==> config.mk <==
export PLATFORM = sky130hd
export DESIGN_NAME = scan_vector_loader
export DESIGN_NICKNAME = d
export VERILOG_FILES = /design/src/rtl/scan_vector_loader.sv
export SDC_FILE = /design/constraint.sdc
export NUM_CORES = 1
export LEC_CHECK = 0
export BUFFER_PORTS_ARGS = -buffer_cell sky130_fd_sc_hd__buf_2
export CORE_MARGIN = 2
export CORE_UTILIZATION = 40
export CTS_CLUSTER_SIZE = 12
export DETAILED_ROUTE_END_ITERATION = 10
export GPL_TIMING_DRIVEN = 0
export PLACE_DENSITY_LB_ADDON = 0.08
export SETUP_SLACK_MARGIN = 0.15
export SLEW_MARGIN = 30
export SYNTH_ARGS = -nofsm -noshare
export SYNTH_HDL_FRONTEND = slang
export SYNTH_SLANG_ARGS = --single-unit
==> constraint.sdc <==
create_clock -name clk -period 2.5 [get_ports clk]
set_input_delay 0.125 -clock clk [delete_from_list [all_inputs] [get_ports clk]]
set_output_delay 0.125 -clock clk [all_outputs]
set_load 0.01 [all_outputs]
==> src/rtl/scan_vector_loader.sv <==
// Scan-style stimulus/response loader for combinational test cones.
// Latency: scan bits cycles 1..WIDTH after accept, capture at WIDTH+1, result from WIDTH+2.
// Backpressure: vec_ready only in IDLE; result held in RESULT until res_ready.
module scan_vector_loader #(
  parameter int WIDTH = 12,
  parameter int CNT_W = 16
) (
  input  logic             clk,
  input  logic             rst,
  input  logic [WIDTH-1:0] vec,
  input  logic             vec_valid,
  output logic             vec_ready,
  output logic             scan_out,
  output logic             scan_en,
  output logic [WIDTH-1:0] dut_in,
  output logic             capture,
  input  logic             resp_in,
  output logic             res_valid,
  input  logic             res_ready,
  output logic             res_data,
  output logic [CNT_W-1:0] res_count
);

  localparam int BW = $clog2(WIDTH) + 1;

  typedef enum logic [1:0] {IDLE, SHIFT, CAPTURE, RESULT} state_t;

  state_t           state;
  state_t           state_nxt;
  logic [WIDTH-1:0] shreg;
  logic [WIDTH-1:0] dut_shift;
  logic [BW-1:0]    bitcnt;
  logic             last_bit;

  assign last_bit = (bitcnt == BW'(WIDTH - 1));

  // The bit leaving the scan chain enters dut_in from the top, so vec[0] lands in dut_in[0].
  generate
    if (WIDTH == 1) begin : g_w1
      assign dut_shift = shreg[0];
    end else begin : g_wn
      assign dut_shift = {shreg[0], dut_in[WIDTH-1:1]};
    end
  endgenerate

  always_ff @(posedge clk) begin
    if (rst) state <= IDLE;
    else     state <= state_nxt;
  end

  always_comb begin
    state_nxt = state;
    vec_ready = 1'b0;
    scan_en   = 1'b0;
    scan_out  = 1'b0;
    capture   = 1'b0;
    res_valid = 1'b0;
    case (state)
      IDLE: begin
        vec_ready = 1'b1;
        if (vec_valid) state_nxt = SHIFT;
      end
      SHIFT: begin
        scan_en  = 1'b1;
        scan_out = shreg[0];
        if (last_bit) state_nxt = CAPTURE;
      end
      CAPTURE: begin
        capture   = 1'b1;
        state_nxt = RESULT;
      end
      RESULT: begin
        res_valid = 1'b1;
        if (res_ready) state_nxt = IDLE;
      end
      default: state_nxt = IDLE;
    endcase
  end

  always_ff @(posedge clk) begin
    if (rst) begin
      shreg     <= '0;
      dut_in    <= '0;
      bitcnt    <= '0;
      res_data  <= 1'b0;
      res_count <= '0;
    end else begin
      case (state)
        IDLE: begin
          if (vec_valid) begin
            shreg  <= vec;
            bitcnt <= '0;
            dut_in <= '0;
          end
        end
        SHIFT: begin
          shreg  <= shreg >> 1;
          dut_in <= dut_shift;
          bitcnt <= bitcnt + 1'b1;
        end
        CAPTURE: begin
          res_data  <= resp_in;
          res_count <= res_count + 1'b1;
        end
        default: ;
      endcase
    end
  end

endmodule
After elaboration in Yosys (flattened, before gate mapping):

Cells that the tools add are included.

* flip-flop bits (word level): 48
* logic and storage cells: 34

* $add $sub $neg: 2
* reductions and logical operators: 4
* equal/unequal tests: 7
* multiplexer cells: 15

Operators by type and width (number)
* 12-bit one-hot mux with 2 select lines: 2
* 12-bit two-way mux: 2
* 16-bit by 1-bit adder with 16-bit output (second input constant): 1
* 5-bit one-hot mux with 2 select lines: 1
* 2-bit one-hot mux with 4 select lines: 1
* 2-bit two-way mux: 3
* 2-bit != test (second input constant): 3
* 5-bit by 1-bit adder with 5-bit output (second input constant): 1
* 5-bit by 4-bit equality test with 1-bit output (second input constant): 1
* 1-bit two-way mux: 5
* 5-bit two-way mux: 1
* 2-bit equality test (second input constant): 2
* 3-bit AND reduction: 1
* 2-bit by 1-bit equality test with 1-bit output (second input constant): 1
* 2-bit zero test: 1
* 2-bit AND reduction: 1
* 2-bit nonzero test: 1

Longest topological paths before layout:

Gate-level depths: netlist of the first run.

* depth after elaboration: 3
* depth in mapped cells: 8

Worst setup path before layout of the first run:

No wires, ideal clock.

* path type: reg-to-reg
* from: register state[0]
* to: register res_count[13]
* clock period less this slack: 1.653 ns
* slack: 0.847 ns
* library setup time: 0.123 ns
* path buffers: 0
* stages on the path, launching flop included: 7
* data arrival time: 1.529 ns
* cells stage by stage: dfxtp_1 inv_1 ha_1 nand4_1 nor4_4 nand3_1 mux2_1

* cells in the longest elaborated chain, start to end: 1

RTL lines
* start: declaration: RTL line 28 `state_t state;`
* start signal: assignment: RTL line 48 `else state <= state_nxt;`
* 2-bit equality test: RTL line 88 `case (state)`
* end signal: assignment: RTL line 103 `res_count <= res_count + 1'b1;`
* end: declaration: RTL line 21 `output logic [CNT_W-1:0] res_count`

Every way passes these cells.
A chain may end at the register's enable or synchronous reset.

Worst setup path after layout of the first run:

* from: register state[1]
* to: register bitcnt[4]

* cells in the longest elaborated chain, start to end: 3

RTL lines
* 2-bit by 1-bit equality test with 1-bit output or 2-bit zero test (tied branches): RTL line 88
* 2-bit nonzero test (no source line) or 2-bit != test (tied branches)
* 2-bit AND reduction (no source line)
* end signal: assignment: RTL line 99 `bitcnt <= bitcnt + 1'b1;`
* end: declaration: RTL line 32 `logic [BW-1:0] bitcnt;`

Parallel ways exist; a longest one is shown, timed or not.

==> impl_summary.log, run 1 <==
[metrics] global routing usage summed across all routing layers: 15.6%
[metrics] CP Data Arrival Time: 2150 ps
[metrics] Setup crit end kind: flip-flop
[metrics] Final Hold Viols: 0
[metrics] maximum number of pins on one net before global-route repair: 17
[metrics] routed via count: 1788
[metrics] Die Span X: 76.2 um
[metrics] startpoint of the worst-slack reg-to-reg timing path: state[1]
[metrics] clock transition at the register clock pins on the worst setup and hold paths after CTS: 90 ps
[metrics] total negative slack for setup checks: 0 ps
[metrics] reg2reg end: bitcnt[4]
[metrics] number of buffers inserted during clock tree synthesis: 5
[metrics] hold wc startpoint: resp_in
[metrics] status: finished, final reports clean
[metrics] vias in the first global route: 1610
[metrics] layout cell share with drive strength beyond 1: 23.7%
[metrics] worst clock skew: 5.37 ps
[metrics] critical path required time: 2730 ps
[metrics] ratio of total power to cell area: 939 nW/um^2
[metrics] maximum vdd drop: 0.487 mV
[metrics] post-synthesis async set-or-reset flop share: 0%
[metrics] DR pass1 iterations: 4
[metrics] library cell used as clock root buffer: clkbuf_8
[metrics] Worst slew margin: 63.8%
[metrics] warning count from the yosys run: 0
[metrics] Slew Viols, Final: 0
[metrics] number of register bits inferred by synthesis: 48
[metrics] final cycle utilization of the critical path: 76.9%
[metrics] crit path launch type: flip-flop
[metrics] number of distinct library cells after synthesis: 32
[metrics] vertical die dimension: 76.2 um
[metrics] ratio of routed vias to standard cells: 5.01
[metrics] setup repair after global routing missed its margin: false
[metrics] path category of the worst min-delay check: in2reg
[metrics] Min-Delay Endpoint: res_data
[metrics] sequential area share after synthesis: 46.1%
[metrics] top_reg_cell synth: dfxtp_1
[metrics] Detailed Place HPWL: 3150 um
[metrics] # Post-CTS Setup Buffers: 0
[metrics] final weighted congestion in routability-driven placement: 0.746
[metrics] wire length of the first global-routing pass: 7420 um
[metrics] Synth Cell Area: 2080 um^2
[metrics] count of buffers from port buffering: 50
[metrics] Detail Route Antenna Nets: 0
[metrics] cells resized by post-CTS repair: 0
[metrics] critical path class: reg2reg
[metrics] net count reported at finish: 309
[metrics] DRC violation total after the first TritonRoute iteration: 41
[metrics] Area growth, synth to finish: 21.7%
[metrics] EDFF count, synth: 0
[metrics] average cell area after synthesis: 9.10 um^2
[metrics] Top-Level Pins: 51
[metrics] minimum clock period: 1920 ps
[metrics] standard-cell rows: 26
[metrics] global route overflow: 0
[metrics] antenna cell count: 0
[metrics] length in cells of the worst reg-to-reg path: 8
[metrics] TritonCTS clock tree: built
[metrics] Starting Density: 41.1%
[metrics] Worst Hold Margin: 67.9 ps
[metrics] total wirelength of the detailed-routed design: 4330 um
[metrics] number of levels in the clock H-tree: 2
[metrics] clk_lat worst skew: 300 ps
[metrics] core area: 5070 um^2
[metrics] Remaining DRCs: 0
[metrics] clock sink total: 48
[metrics] Peak Freq: 0.520 GHz
[metrics] number of maximum-capacitance constraint violations: 0
[metrics] hold path depth: 3
[metrics] maximum count of clock buffers along a single path: 2
[metrics] Die Area: 5800 um^2
[metrics] routed wirelength normalized by instance count: 12.1 um
[metrics] count of hold buffers inserted by post-cts repair: 0
[metrics] initial antenna violation count: 0
[metrics] Max FO, Critical Path: 10
[metrics] cells after synthesis: 229
[metrics] cell leakage power: 0.00110 uW
[metrics] Least-Margin Pin Slew: 542 ps
[metrics] register-to-register setup slack: 580 ps
[metrics] post-synth net total: 252
[metrics] Setup Viol. Count Final: 0
==> cell usage after synthesis, types with 3 or more instances <==
| cell type | instances | area, um^2 |
|---|---|---|
| nor2_1 | 46 | 173 |
| xor2_1 | 6 | 52.6 |
| nand4_1 | 4 | 25.0 |
| a21oi_1 | 10 | 50.1 |
| o21ai_0 | 4 | 20.0 |
| nor3_1 | 3 | 15.0 |
| a22oi_1 | 13 | 97.6 |
| a211oi_1 | 12 | 90.1 |
| xnor2_1 | 4 | 35.0 |
| buf_2 | 7 | 35.0 |
| nand2_1 | 11 | 41.3 |
| inv_1 | 5 | 18.8 |
| mux2i_1 | 15 | 150 |
| nand3_1 | 9 | 45.0 |
| dfxtp_1 | 48 | 961 |
| ha_1 | 6 | 75.1 |
| clkbuf_1 | 6 | 22.5 |
==> registers in the layout (all words and copies together), names as in the netlist <==
signal     count
shreg         12
dut_in        12
res_count     16
res_data       1
bitcnt         5
state          2
==> worst max-delay path by stage <==
stage / from / to / slack, ps
finish: state[1] / bitcnt[4] / 580
global route: state[1] / shreg[6] / 390
CTS: state[1] / bitcnt[4] / 520
detailed placement: state[1] / bitcnt[4] / 560
global placement: state[1] / bitcnt[4] / 570
floorplan: state[0] / res_count[13] / 850
==> layout by cell type, fill, tap and decap left out, types with 5 or more instances in the layout <==
cell,n
clkbuf_8,5
nand2_1,11
buf_2,57
clkbuf_1,6
mux2i_1,15
dfxtp_1,48
nand3_1,9
a211oi_1,12
nor2_1,46
inv_1,5
a22oi_1,13
xor2_1,6
ha_1,6
a21oi_1,10
==> critical path: stages (launching register included) <==
cell and delay, ps:
dfxtp_1 350, inv_1 80, ha_1 170, buf_2 210, inv_1 130, nor2_1 400, buf_2 310, nand2_1 70
a21oi_1 130
==> power breakdown <==
part	internal, uW	switching, uW	leakage, uW
registers	886	80.8	0.000390
clock network	301	267	0.0000548
logic	336	509	0.000656
==> layout make-up <==
cell class                 count  area (um^2)
sequential                    48          961
inverter                       5         18.8
timing repair buffer          50          250
buffer                        13         57.6
clock inverter                 3         46.3
fill                         527         2540
tap                           70         87.6
multi-input combinational    163         1050
clock buffer                   5         68.8
==> cells by family after synthesis <==
family / after synthesis / share of synthesized area (%)
AND/OR/NAND/NOR: 89 / 21.0
adder cells (fa/ha/maj): 6 / 3.60
AO/OA/AOI/OAI: 41 / 13.1
buffers and inverters: 18 / 3.66
multiplexers: 17 / 8.29
flip-flops: 48 / 46.1
XOR/XNOR: 10 / 4.20
==> through the flow <==
step	total power (uW)	instance area, um^2	util [%]	setup slack, ps	std cells
floorplan	1620	2080	-	847	229
global placement	1830	2420	47.7	566	349
detailed placement	1840	2420	47.7	560	349
CTS	2420	2540	50.0	524	357
global route	2550	2540	50.0	390	357
finish	2380	2540	50.0	578	357
==> per-layer routing <==
layer	GRT usage (%)	share of wire (%)
met5	0	0
met4	3.82	0.92
met3	4.15	4.2
met2	26.6	47
met1	19.7	48
(Power assumes the default switching activity.)
==> inputs of run 2 (changes only) <==
- clock period: 2.5 -> 1.66 ns (I/O delays scaled with it)
==> run 2 against run 1 <==
Against the previous run:
- critical path depth did not move
- combinational power rose to 3.3 times the previous value
- non-clock buffer count rose by 28
- worst setup slack got worse by 530 ps
- via count rose by 10%
- worst hold slack got worse by 41 ps
- sequential power rose by 56%
- clock skew fell by 2.4 ps
==> impl_summary.log, run 2 (same netlist as run 1, synthesis figures left out) <==
[metrics] status: finished, final reports clean
[metrics] final cell area excluding filler cells: 3110 um^2
[metrics] Die Area: 5800 um^2
[metrics] number of buffers inserted during clock tree synthesis: 5
[metrics] Final Hold Viols: 0
[metrics] standard-cell rows: 26
[metrics] critical path required time: 1890 ps
[metrics] count of hold buffers inserted by post-cts repair: 0
[metrics] total wirelength of the detailed-routed design: 5240 um
[metrics] ratio of routed vias to standard cells: 5.11
[metrics] CP Data Arrival Time: 1850 ps
[metrics] Top-Level Pins: 51
[metrics] layout cell share with drive strength beyond 1: 45.7%
[metrics] clk_lat worst skew: 300 ps
[metrics] count of buffers from port buffering: 50
[metrics] maximum count of clock buffers along a single path: 2
[metrics] crit path launch type: flip-flop
[metrics] worst clock skew: 2.95 ps
[metrics] vias in the first global route: 1766
[metrics] Starting Density: 41.1%
[metrics] DR pass1 iterations: 4
[metrics] ratio of total power to cell area: 1600 nW/um^2
[metrics] cell leakage power: 0.00129 uW
[metrics] fill cell instance count of the final layout: 452
[metrics] routed via count: 1969
[metrics] Die Span X: 76.2 um
[metrics] number of maximum-capacitance constraint violations: 0
[metrics] final cycle utilization of the critical path: 97.1%
[metrics] Setup crit end kind: flip-flop
[metrics] path category of the worst min-delay check: in2reg
[metrics] setup repair after global routing missed its margin: true
[metrics] final weighted congestion in routability-driven placement: 0.769
[metrics] Setup Viol. Count Final: 0
[metrics] Detail Route Antenna Nets: 0
[metrics] initial antenna violation count: 0
[metrics] clock transition at the register clock pins on the worst setup and hold paths after CTS: 80 ps
[metrics] maximum number of pins on one net before global-route repair: 14
[metrics] largest register by flop count: res_count
[metrics] commonest cells after routing, fill and taps aside: 49 x buf_2, 42 x dfxtp_1, 40 x nor2_1
[metrics] minimum clock period: 1610 ps
[metrics] wire length of the first global-routing pass: 8420 um
[metrics] net count reported at finish: 337
[metrics] vertical die dimension: 76.2 um
[metrics] total power after layout: 4970 uW
[metrics] maximum vdd drop: 0.702 mV
[metrics] Max FO, Critical Path: 6
[metrics] antenna cell count: 0
[metrics] critical path class: reg2reg
[metrics] Remaining DRCs: 0
[metrics] max FFs per register: 16
[metrics] TritonCTS clock tree: built
[metrics] global route overflow: 0
[metrics] total negative slack for setup checks: 0 ps
[metrics] clock sink total: 48
[metrics] Peak Freq: 0.620 GHz
[metrics] library cell used as clock root buffer: clkbuf_8
[metrics] Top Registers: res_count (16), dut_in (12), shreg (12)
[metrics] global routing usage summed across all routing layers: 17.6%
[metrics] most frequent standard cell in the layout excluding fill and tap cells: buf_2
[metrics] DRC violation total after the first TritonRoute iteration: 64
[metrics] Slew Viols, Final: 0
[metrics] Worst slew margin: 57.8%
[metrics] Detailed Place HPWL: 3260 um
[metrics] area after detailed placement: 2450 um^2
[metrics] Area growth, synth to finish: 49.1%
[metrics] number of levels in the clock H-tree: 2
[metrics] routed wirelength normalized by instance count: 13.6 um
[metrics] Least-Margin Pin Slew: 632 ps
[metrics] core area: 5070 um^2
==> run 2: changes by cell type in the layout (fill, tap and decap cells not counted), sizes merged <==
cell    previous run  this run
buf               57        86
bufinv             1         0
clkbuf            11        13
inv                6         4
==> run 2: routing by layer <==
metal  wire, um  global-route usage, %  vias up
met5          0                      0        -
met4         46                   6.00        0
met3        215                   2.84        5
met2       2440                   28.4       43
met1       2550                   24.0      944
li1           -                      -      977
==> run 2: cell type report <==
type	instances	area [um^2]	area share, %
multi-input combinational	163	1270	40.9
sequential	48	973	31.3
timing repair buffer	78	524	16.9
buffer	13	134	4.31
clock buffer	8	90.1	2.90
tap	70	87.6	2.82
inverter	5	27.5	0.886
==> run 2: path summary, 6_finish.rpt <==
check             from  depth (start not counted)  slack, ps        end
min            resp_in                          3         30   res_data
max           state[0]                          8         50  bitcnt[3]
max reg2reg   state[0]                          8         50  bitcnt[3]
min reg2reg  shreg[11]                          2        460  shreg[11]
==> run 2: stage by stage <==
| step | utilization [%] | hold WS, ps | cells | setup slack [ps] |
|---|---|---|---|---|
| finish | 61.2 | 26.9 | 385 | 48.2 |
| global route | 61.2 | 65.4 | 385 | -41.3 |
| CTS | 53.8 | 27.0 | 372 | 77.2 |
| detailed placement | 48.3 | 328 | 349 | -67.4 |
| global placement | 48.3 | 329 | 349 | -84.6 |
| floorplan | - | 230 | 229 | 136 |
==> run 2: worst max-delay path, stage by stage, from the launching register on <==
cell and delay [ps]:
dfxtp_4 370, inv_4 50, buf_4 110, ha_4 190
mux2i_4 330, buf_6 170, a21oi_1 50, nand2b_4 140
a21oi_2 130
==> run 2: power breakdown <==
group	internal, uW	switching (uW)
Sequential	1350	155
Clock	340	372
Combinational	1500	1250
Total	3190	1780
==> run 2: what timing repair did <==
item,4_1_cts,5_1_grt
endpoints found under the setup margin,31,41
buffers inserted,14,11
gates cloned,1,2
resized for setup,23,65
pin swaps,5,16
